$ cat src/rtl/counter_updown_param.sv
// counter_updown_param
//   Up/down modulo counter (range 0..MAX_COUNT) advanced by an internal
//   prescaler tick. Everything runs in the single clk domain.
//
// Ports:
//   clk       system clock, rising edge
//   rst       asynchronous active-high reset
//   en        count enable; gates both the prescaler and counting
//   up_dn     direction, 1 = up, 0 = down (sampled on step edges only)
//   sat       boundary mode, 1 = saturate, 0 = wrap (sampled on step edges only)
//   load      synchronous load strobe; has priority over a step
//   load_val  value to load, clamped to MAX_COUNT
//   out       current count (registered)
//   tick      combinational prescaler terminal, en && (pre == DIV-1)
//   tc        registered one-cycle terminal-count pulse
module counter_updown_param #(
  parameter int WIDTH     = 4,
  parameter int MAX_COUNT = 15,
  parameter int DIV       = 4
) (
  input  logic             clk,
  input  logic             rst,
  input  logic             en,
  input  logic             up_dn,
  input  logic             sat,
  input  logic             load,
  input  logic [WIDTH-1:0] load_val,
  output logic [WIDTH-1:0] out,
  output logic             tick,
  output logic             tc
);

  localparam logic [WIDTH-1:0] MAX_V = WIDTH'(MAX_COUNT);

  logic             at_bound;
  logic [WIDTH-1:0] step_val;
  logic [WIDTH-1:0] load_clamped;

  // Prescaler. With DIV=1 there is no register at all and every enabled
  // cycle is a tick.
  generate
    if (DIV == 1) begin : g_no_pre
      assign tick = en;
    end else begin : g_pre
      localparam int            PW       = $clog2(DIV);
      localparam logic [PW-1:0] PRE_LAST = PW'(DIV - 1);

      logic [PW-1:0] pre;

      assign tick = en && (pre == PRE_LAST);

      always_ff @(posedge clk or posedge rst) begin
        if (rst) begin
          pre <= '0;
        end else if (load) begin
          pre <= '0;
        end else if (en) begin
          pre <= tick ? '0 : pre + PW'(1);
        end
      end
    end
  endgenerate

  // When MAX_COUNT fills the whole register the clamp can never trigger,
  // so the comparison is left out rather than being a constant compare.
  generate
    if (MAX_COUNT < (2 ** WIDTH) - 1) begin : g_clamp
      assign load_clamped = (load_val > MAX_V) ? MAX_V : load_val;
    end else begin : g_no_clamp
      assign load_clamped = load_val;
    end
  endgenerate

  // Next value for a step. Boundaries are handled explicitly so the
  // modulus is MAX_COUNT+1 rather than the natural 2^WIDTH wrap.
  always_comb begin
    at_bound = up_dn ? (out == MAX_V) : (out == '0);
    step_val = out;
    if (up_dn) begin
      step_val = at_bound ? (sat ? out : '0) : out + WIDTH'(1);
    end else begin
      step_val = at_bound ? (sat ? out : MAX_V) : out - WIDTH'(1);
    end
  end

  always_ff @(posedge clk or posedge rst) begin
    if (rst) begin
      out <= '0;
      tc  <= 1'b0;
    end else if (load) begin
      out <= load_clamped;
      tc  <= 1'b0;
    end else if (tick) begin
      out <= step_val;
      tc  <= at_bound;
    end else begin
      tc  <= 1'b0;
    end
  end

endmodule

$ cat config.mk
export PLATFORM = sky130hd
export DESIGN_NAME = counter_updown_param
export DESIGN_NICKNAME = d
export VERILOG_FILES = /design/src/rtl/counter_updown_param.sv
export SDC_FILE = /design/constraint.sdc
export NUM_CORES = 1
export LEC_CHECK = 0
export CAP_MARGIN = 20
export CORE_AREA = 2 2 39 41
export DETAILED_ROUTE_END_ITERATION = 8
export DIE_AREA = 0 0 41 43
export DONT_BUFFER_PORTS = 1
export GPL_TIMING_DRIVEN = 1
export PLACE_DENSITY = 0.58
export RECOVER_POWER = 100
export SYNTH_ARGS = -nofsm -noshare
export SYNTH_HDL_FRONTEND = slang
export SYNTH_SLANG_ARGS = --single-unit
$ cat constraint.sdc
create_clock -name clk -period 6 [get_ports clk]
set_clock_uncertainty 0.15 [all_clocks]
set_input_delay 0.6 -clock clk [delete_from_list [all_inputs] [get_ports clk]]
set_output_delay 0.6 -clock clk [all_outputs]
set_load 0.02 [all_outputs]
==> summary.md, run 1 <==
• finished clean — outcome
• 40.7% — share of the cycle needed by the critical path after routing
• sky130_fd_sc_hd__clkbuf_4 — root buf cell
• inv_1 > ha_1 > or4b_1 > a21bo_4 > a21oi_1 > mux2i_1 — series of cell instances along the critical path
• 72 — net count of the mapped netlist
• 14 — number of cell rows
• 0 — Synth warnings
• 0 — count of antenna-violating nets left after detailed routing
• 14.4% — total track usage
• done — CTS tree
• 1 — H-tree depth
• 0 — count of buffers from port buffering
• 0.26 ns — clock insertion delay at the later pin of the skew report
• 8.20% — layout cells sized above 1
• 0.0102 ns — Hold Slack
• 32.5% — fraction of the yosys area taken by sequential cells
• 3.56 ns — least setup slack across all paths after layout
• 73 — total instance count after detailed placement
• register — startpoint class of the critical path
• 290 nW/µm² — Power Dens Cells
• false — unrepaired setup endpoints after global routing
• 2 — maximum root-to-sink buffer count
• 2.47 ns — WP data arrival
• 43 µm — die outline height
• 16 — count of boundary I/O pins
• out[1] — endpoint of the worst setup timing path
• 0 — Post-CTS Repair Setup Buffers
• out[0] — Setup crit start
• 0.256 nW — standby leakage power
• 9.14 µm² — average footprint of a synthesized cell
• 39.0% — starting density of the core
• 5.83 — number of vias per cell after detailed routing
• 3 — TritonCTS Buffers
• 0.06 ns — clock-pin slew reported for the worst setup and hold paths after clock tree synthesis
• 0 — antenna violations before repair
• 0 — Antenna Diode Count
• 72.3% — worst slew margin relative to its limit
• 0 — max-cap violations
• 409 MHz — highest clock frequency the design can meet
• 77 — fin cells
• 106 µV — peak ir drop on the vdd network
• 7 — total of flip-flops plus latches after synthesis
• 8 — highest net fanout along the worst path
• 1750 µm — global-route wire length before repair
• register to register — critical path class
• 539 µm² — post-synthesis instance area
• 1760 µm² — overall die area
• 804 µm — sum of net half-perimeters after detailed placement
• 7 x sky130_fd_sc_hd__inv_1, 7 x sky130_fd_sc_hd__dfrtp_1, 6 x sky130_fd_sc_hd__nor2_1 — top library cells by usage in the layout, fill and taps aside
• 0 — Hold Buf Count CTS
• 0 — Slew Viols, Final
• 3.56 ns — R2R Setup Slk
• 1090 µm — total wire length
• 0 — number of instances resized during post-cts repair
• out[1] — end of the worst register-to-register path
• 0.794 — final weighted congestion of routability-driven global placement
• 383 — vias in the first global route
• 449 — via count of the routed design
• 3.69 ns — worst setup slack after placement
• 538 µm² — Placement Cell Area
• 0 — overflow left after global routing
• 6.03 ns — data required time of the worst path
• 0 — DRC violation count after routing
• 41 µm — Die Wd
• 1380 µm² — Placeable Area
• 0 — total count of hold-check failures in the final report
• 0.52 ns — critical path's largest stage delay
• 0.416 ns — slew at the pin closest to its max-slew limit
• register — nature of the critical path endpoint
• 0 — Setup-failing EPs final
• 4 — length of the first detailed-routing pass in iterations
• 31 — number of different library cells in the post-synthesis netlist
• 7 — # clock sinks
• 15 — pin count of the biggest net entering global routing
• out[0] — startpoint of the worst register-to-register path
• 557 µm² — final instance area
• sky130_fd_sc_hd__dfrtp_1 — cell at the slowest stage of the critical path
• 2.44 ns — time the worst path needs with I/O delays and setup
• 3.25% — area growth from synthesis to final layout
• 15 — drt initial violations
• 0 ns — total negative setup slack
• input pin to async pin — classification of the worst-slack hold path
• 6 — Worst R2R Path Depth
• 75 — final net count
• 14.1 µm — average wire per cell in the routed design
• 59 — Mapped Cells
## synth_stat cells
| cell | count | share of area, % |
|---|---|---|
| sky130_fd_sc_hd__mux2i_1 | 3 | 5.6 |
| sky130_fd_sc_hd__nand3b_1 | 1 | 1.4 |
| sky130_fd_sc_hd__a21bo_4 | 1 | 3.0 |
| sky130_fd_sc_hd__nand2b_1 | 2 | 2.3 |
| sky130_fd_sc_hd__clkdlybuf4s15_1 | 1 | 1.9 |
| sky130_fd_sc_hd__a31oi_1 | 1 | 1.2 |
| sky130_fd_sc_hd__o31a_2 | 1 | 1.9 |
| sky130_fd_sc_hd__nor3_1 | 2 | 1.9 |
| sky130_fd_sc_hd__a221oi_1 | 1 | 1.6 |
| sky130_fd_sc_hd__and2_1 | 1 | 1.2 |
| sky130_fd_sc_hd__nand4_1 | 1 | 1.2 |
| sky130_fd_sc_hd__o31a_1 | 1 | 1.6 |
| sky130_fd_sc_hd__ha_1 | 3 | 7.0 |
| sky130_fd_sc_hd__o31ai_1 | 1 | 1.4 |
| sky130_fd_sc_hd__nand2_1 | 2 | 1.4 |
| sky130_fd_sc_hd__nor2b_1 | 1 | 1.2 |
| sky130_fd_sc_hd__nand3_1 | 1 | 0.93 |
| sky130_fd_sc_hd__or4b_4 | 1 | 2.6 |
| sky130_fd_sc_hd__a21oi_1 | 4 | 3.7 |
| sky130_fd_sc_hd__nor2_1 | 6 | 4.2 |
| sky130_fd_sc_hd__a211oi_1 | 2 | 2.8 |
| sky130_fd_sc_hd__a21oi_2 | 1 | 1.6 |
| sky130_fd_sc_hd__inv_1 | 7 | 4.9 |
| sky130_fd_sc_hd__or3b_1 | 1 | 1.6 |
| sky130_fd_sc_hd__xor2_1 | 1 | 1.6 |
| sky130_fd_sc_hd__buf_6 | 1 | 2.1 |
| sky130_fd_sc_hd__dfrtp_1 | 7 | 32 |
| sky130_fd_sc_hd__or4b_1 | 1 | 1.9 |
| sky130_fd_sc_hd__o21ai_0 | 1 | 0.93 |
| sky130_fd_sc_hd__o311ai_0 | 1 | 1.6 |
| sky130_fd_sc_hd__a211o_1 | 1 | 1.6 |
## flip-flops by register name, indices dropped and copies added (netlist names)
| signal | flops |
|---|---|
| out | 4 |
| g_pre.pre | 2 |
| tc | 1 |
## metrics by stage
stage	power (mW)	utilization, %
6_report	0.161	40.2
5_1_grt	0.171	40.2
4_1_cts	0.161	40.8
3_5_place_dp	0.116	38.9
3_3_place_gp	0.116	38.9
2_1_floorplan	0.108	-
## routing by layer
layer	up-vias	part of all wire (%)	GRT usage [%]
li1	218	-	-
met1	206	42	20.1
met2	23	50	19.4
met3	2	6.8	3.66
met4	0	0.74	8.00
met5	-	0	0
## how the worst min path moves through the flow
stage                     start            to  slack [ns]
after floorplan             rst  g_pre.pre[0]        0.25
after global routing        rst        out[1]        0.02
after global placement      rst        out[1]        0.30
after CTS                   rst  g_pre.pre[1]        0.03
final                       rst        out[0]        0.01
after detailed placement    rst        out[1]        0.30
## where the power goes
part	leakage, nW	internal, mW	total (mW)	switching (mW)
registers	0.0872	0.0534	0.0721	0.0186
logic	0.154	0.0208	0.0431	0.0223
clock network	0.0150	0.0256	0.0461	0.0205
## cell families (layout without fill, tap and decap cells)
logic type	Yosys count	count (layout)	share of synthesized area, %
buffers and inverters	9	11	8.82
adders and majority gates	3	3	6.96
DFF	7	7	32.5
xor gates and xnor gates	1	1	1.62
muxes	3	3	5.57
AOI/OAI and AO/OA	16	16	23.0
and+or+nand+nor	20	20	21.6
## worst max-delay path: cells and delay by family, from the launching register on
family	cells	cell delay (ns)
AOI/OAI and AO/OA	2	0.56
adders and majority gates	1	0.24
buffers and inverters	1	0.16
DFF	1	0.52
muxes	1	0.23
and+or+nand+nor	1	0.50
## cell type report
class	count	area, µm²
Clock buffer	4	26.3
Fill cell	147	827
Inverter	7	26.3
Multi-Input combinational cell	43	309
Sequential cell	7	175
Tap cell	16	20.0
(Power assumes the default switching activity.)
==> inputs of run 2 (changes only) <==
==> constraint.sdc (replaced) <==
create_clock -name clk -period 2.5 [get_ports clk]
set_clock_uncertainty 0.15 [all_clocks]
set_input_delay 0.25 -clock clk [delete_from_list [all_inputs] [get_ports clk]]
set_output_delay 0.25 -clock clk [all_outputs]
set_load 0.02 [all_outputs]
==> run 2 against run 1 <==
  * Clock power up 130%
  * Final area is 8.8% higher
  * Largest power group is now combinational logic
  * Final cell count rose by 7.8%
  * Die area stayed put
==> summary.md, run 2 (synthesized netlist as in run 1, its figures left out) <==
• finished clean — outcome, unchanged
• register to register — critical path class, unchanged
• 1760 µm² — overall die area, unchanged
• 4 — flip-flop count of the largest register, all copies and words added, unchanged
• 0 — Post-CTS Repair Setup Buffers, unchanged
• 2 — drt initial violations, was 15
• 0 — total count of hold-check failures in the final report, unchanged
• false — unrepaired setup endpoints after global routing, unchanged
• 2.52 ns — data required time of the worst path, was 6.03 ns
• out[0] — Setup crit start, unchanged
• 0 — antenna violations before repair, unchanged
• 12 — pin count of the biggest net entering global routing, was 15
• 0 — count of antenna-violating nets left after detailed routing, unchanged
• register — startpoint class of the critical path, unchanged
• 606 µm² — final instance area, was 557 µm²
• compound AO/OA/AOI/OAI gates — delay-heaviest family, CP, unchanged
• 5.43 — number of vias per cell after detailed routing, was 5.83
• 0 — count of buffers from port buffering, unchanged
• 35.9% — portion of total power attributed to sequential cells, was 44.7%
• 7 — highest net fanout along the worst path, was 8
• 83 — fin cells, was 77
• 0 — Slew Viols, Final, unchanged
• 467 MHz — highest clock frequency the design can meet, was 409 MHz
• 0 — Antenna Diode Count, unchanged
• 0.248 mW — design internal power, was 0.0998 mW
• 37.6% — switching share of total power, was 38.1%
• 3 — TritonCTS Buffers, unchanged
• 451 — via count of the routed design, was 449
• 0.398 mW — total power, was 0.161 mW
• 905 µm — sum of net half-perimeters after detailed placement, was 804 µm
• 3 — Hold Buf Count CTS, was 0
• 10.4% — layout cells sized above 1, was 8.20%
• 37.8% — share of total power in combinational logic, was 26.7%
• out[0] — startpoint of the worst register-to-register path, unchanged
• sky130_fd_sc_hd__clkbuf_4 — root buf cell, unchanged
• 0.356 ns — least setup slack across all paths after layout, was 3.56 ns
• 1 — H-tree depth, unchanged
• input pin to register — classification of the worst-slack hold path, was input pin to async pin
• clkbuf_1 > ha_1 > nand4_1 > a21bo_4 > a21oi_2 > mux2i_1 — series of cell instances along the critical path, was inv_1 > ha_1 > or4b_1 > a21bo_4 > a21oi_1 > mux2i_1
• 12.3% — area growth from synthesis to final layout, was 3.25%
• 76 — total instance count after detailed placement, was 73
• 658 nW/µm² — Power Dens Cells, was 290 nW/µm²
• 561 µm² — Placement Cell Area, was 538 µm²
• 0 — overflow left after global routing, unchanged
• 0.426 ns — worst setup slack after placement, was 3.69 ns
• 1 — WP buf/inv, unchanged
• 85.7% — share of the cycle needed by the critical path after routing, was 40.7%
• register — nature of the critical path endpoint, unchanged
• 3 — length of the first detailed-routing pass in iterations, was 4
• 1860 µm — global-route wire length before repair, was 1750 µm
• 0 — max-cap violations, unchanged
• 41 µm — Die Wd, unchanged
• 0.812 — final weighted congestion of routability-driven global placement, was 0.794
• met4 — uppermost metal layer occupied by signal nets, unchanged
• out: 4 flops, g_pre.pre: 2 flops, tc: 1 flops — registers with the most flip-flops, unchanged
• 467 µm — post-route met1 wirelength, was 461 µm
• 81 — final net count, was 75
• 0 — DRC violation count after routing, unchanged
• en — worst min-delay path startpoint
• 2 — maximum root-to-sink buffer count, unchanged
• 14 — number of cell rows, unchanged
• 43 µm — die outline height, unchanged
• 144 — filler cell count in the final layout, was 147
• 26.3% — part of the power in the clock network, was 28.6%
• 429 — vias in the first global route, was 383
• 2.14 ns — time the worst path needs with I/O delays and setup, was 2.44 ns
• 7 — # clock sinks, unchanged
• out — Biggest register, unchanged
• 7 x sky130_fd_sc_hd__inv_1, 7 x sky130_fd_sc_hd__dfrtp_1, 6 x sky130_fd_sc_hd__nor2_1 — top library cells by usage in the layout, fill and taps aside, unchanged
• 311 µV — peak ir drop on the vdd network, was 106 µV
• 0.495 ns — slew at the pin closest to its max-slew limit, was 0.416 ns
• 1180 µm — total wire length, was 1090 µm
• 0.05 ns — clock-pin slew reported for the worst setup and hold paths after clock tree synthesis, was 0.06 ns
• 0.274 nW — standby leakage power, was 0.256 nW
• 0 — Setup-failing EPs final, unchanged
• 625 µm — metal2 WL, was 543 µm
• 0.38 ns — critical path's largest stage delay, was 0.52 ns
• 16 — count of boundary I/O pins, unchanged
• 0.0264 ns — Hold Slack, was 0.0102 ns
• 0 — number of instances resized during post-cts repair, unchanged
• 16.0% — total track usage, was 14.4%
• 43.8% — utilization after layout, was 40.2%
• 0.150 mW — total net switching power, was 0.0615 mW
• 2.16 ns — WP data arrival, was 2.47 ns
• 71 µm — DR WL met3, was 74 µm
• sky130_fd_sc_hd__clkbuf_1 — cell at the slowest stage of the critical path, was sky130_fd_sc_hd__dfrtp_1
• 0.25 ns — clock insertion delay at the later pin of the skew report, was 0.26 ns
• 67.0% — worst slew margin relative to its limit, was 72.3%
• 1380 µm² — Placeable Area, unchanged
• done — CTS tree, unchanged
• 39.0% — starting density of the core, unchanged
• 0 ns — total negative setup slack, unchanged
• 14.2 µm — average wire per cell in the routed design, was 14.1 µm
[run 2: power by group through the flow]
| stage | logic, mW | registers, mW | clock network, mW |
|---|---|---|---|
| 6_report | 0.150 | 0.143 | 0.105 |
| 5_1_grt | 0.167 | 0.145 | 0.119 |
| 2_1_floorplan | 0.0927 | 0.168 | 0 |
| 3_5_place_dp | 0.155 | 0.145 | 0 |
| 4_1_cts | 0.161 | 0.143 | 0.109 |
| 3_3_place_gp | 0.152 | 0.145 | 0 |
[run 2: worst register-to-register path, stage by stage, from the launching register on]
cell and delay, ns:
sky130_fd_sc_hd__dfrtp_1 0.34, sky130_fd_sc_hd__clkbuf_1 0.38, sky130_fd_sc_hd__ha_1 0.30, sky130_fd_sc_hd__nand4_1 0.17, sky130_fd_sc_hd__a21bo_4 0.28, sky130_fd_sc_hd__a21oi_2 0.21
sky130_fd_sc_hd__mux2i_1 0.23
[run 2: worst paths after layout]
kind / end / slack [ns] / cells past startpoint
max: out[0] / 0.36 / 6
min: g_pre.pre[1] / 0.03 / 2
min reg2reg: g_pre.pre[1] / 0.39 / 2
min in group asynchronous: g_pre.pre[1] / 0.23 / 2
max reg2reg: out[0] / 0.36 / 6
max in group asynchronous: out[0] / 1.74 / 2
[run 2: final cells by class]
class                           count  area (µm²)  area share (%)
Timing Repair Buffer                6        41.3            6.82
Tap cell                           16        20.0            3.31
Inverter                            7        26.3            4.34
Clock buffer                        4        26.3            4.34
Sequential cell                     7         175            28.9
Multi-Input combinational cell     43         317            52.3
[run 2: per-layer routing]
layer | vias to the layer above | global-route usage (%)
met5 | - | 0
met2 | 12 | 25.9
li1 | 228 | -
met3 | 2 | 8.38
met4 | 0 | 6.00
met1 | 209 | 16.6
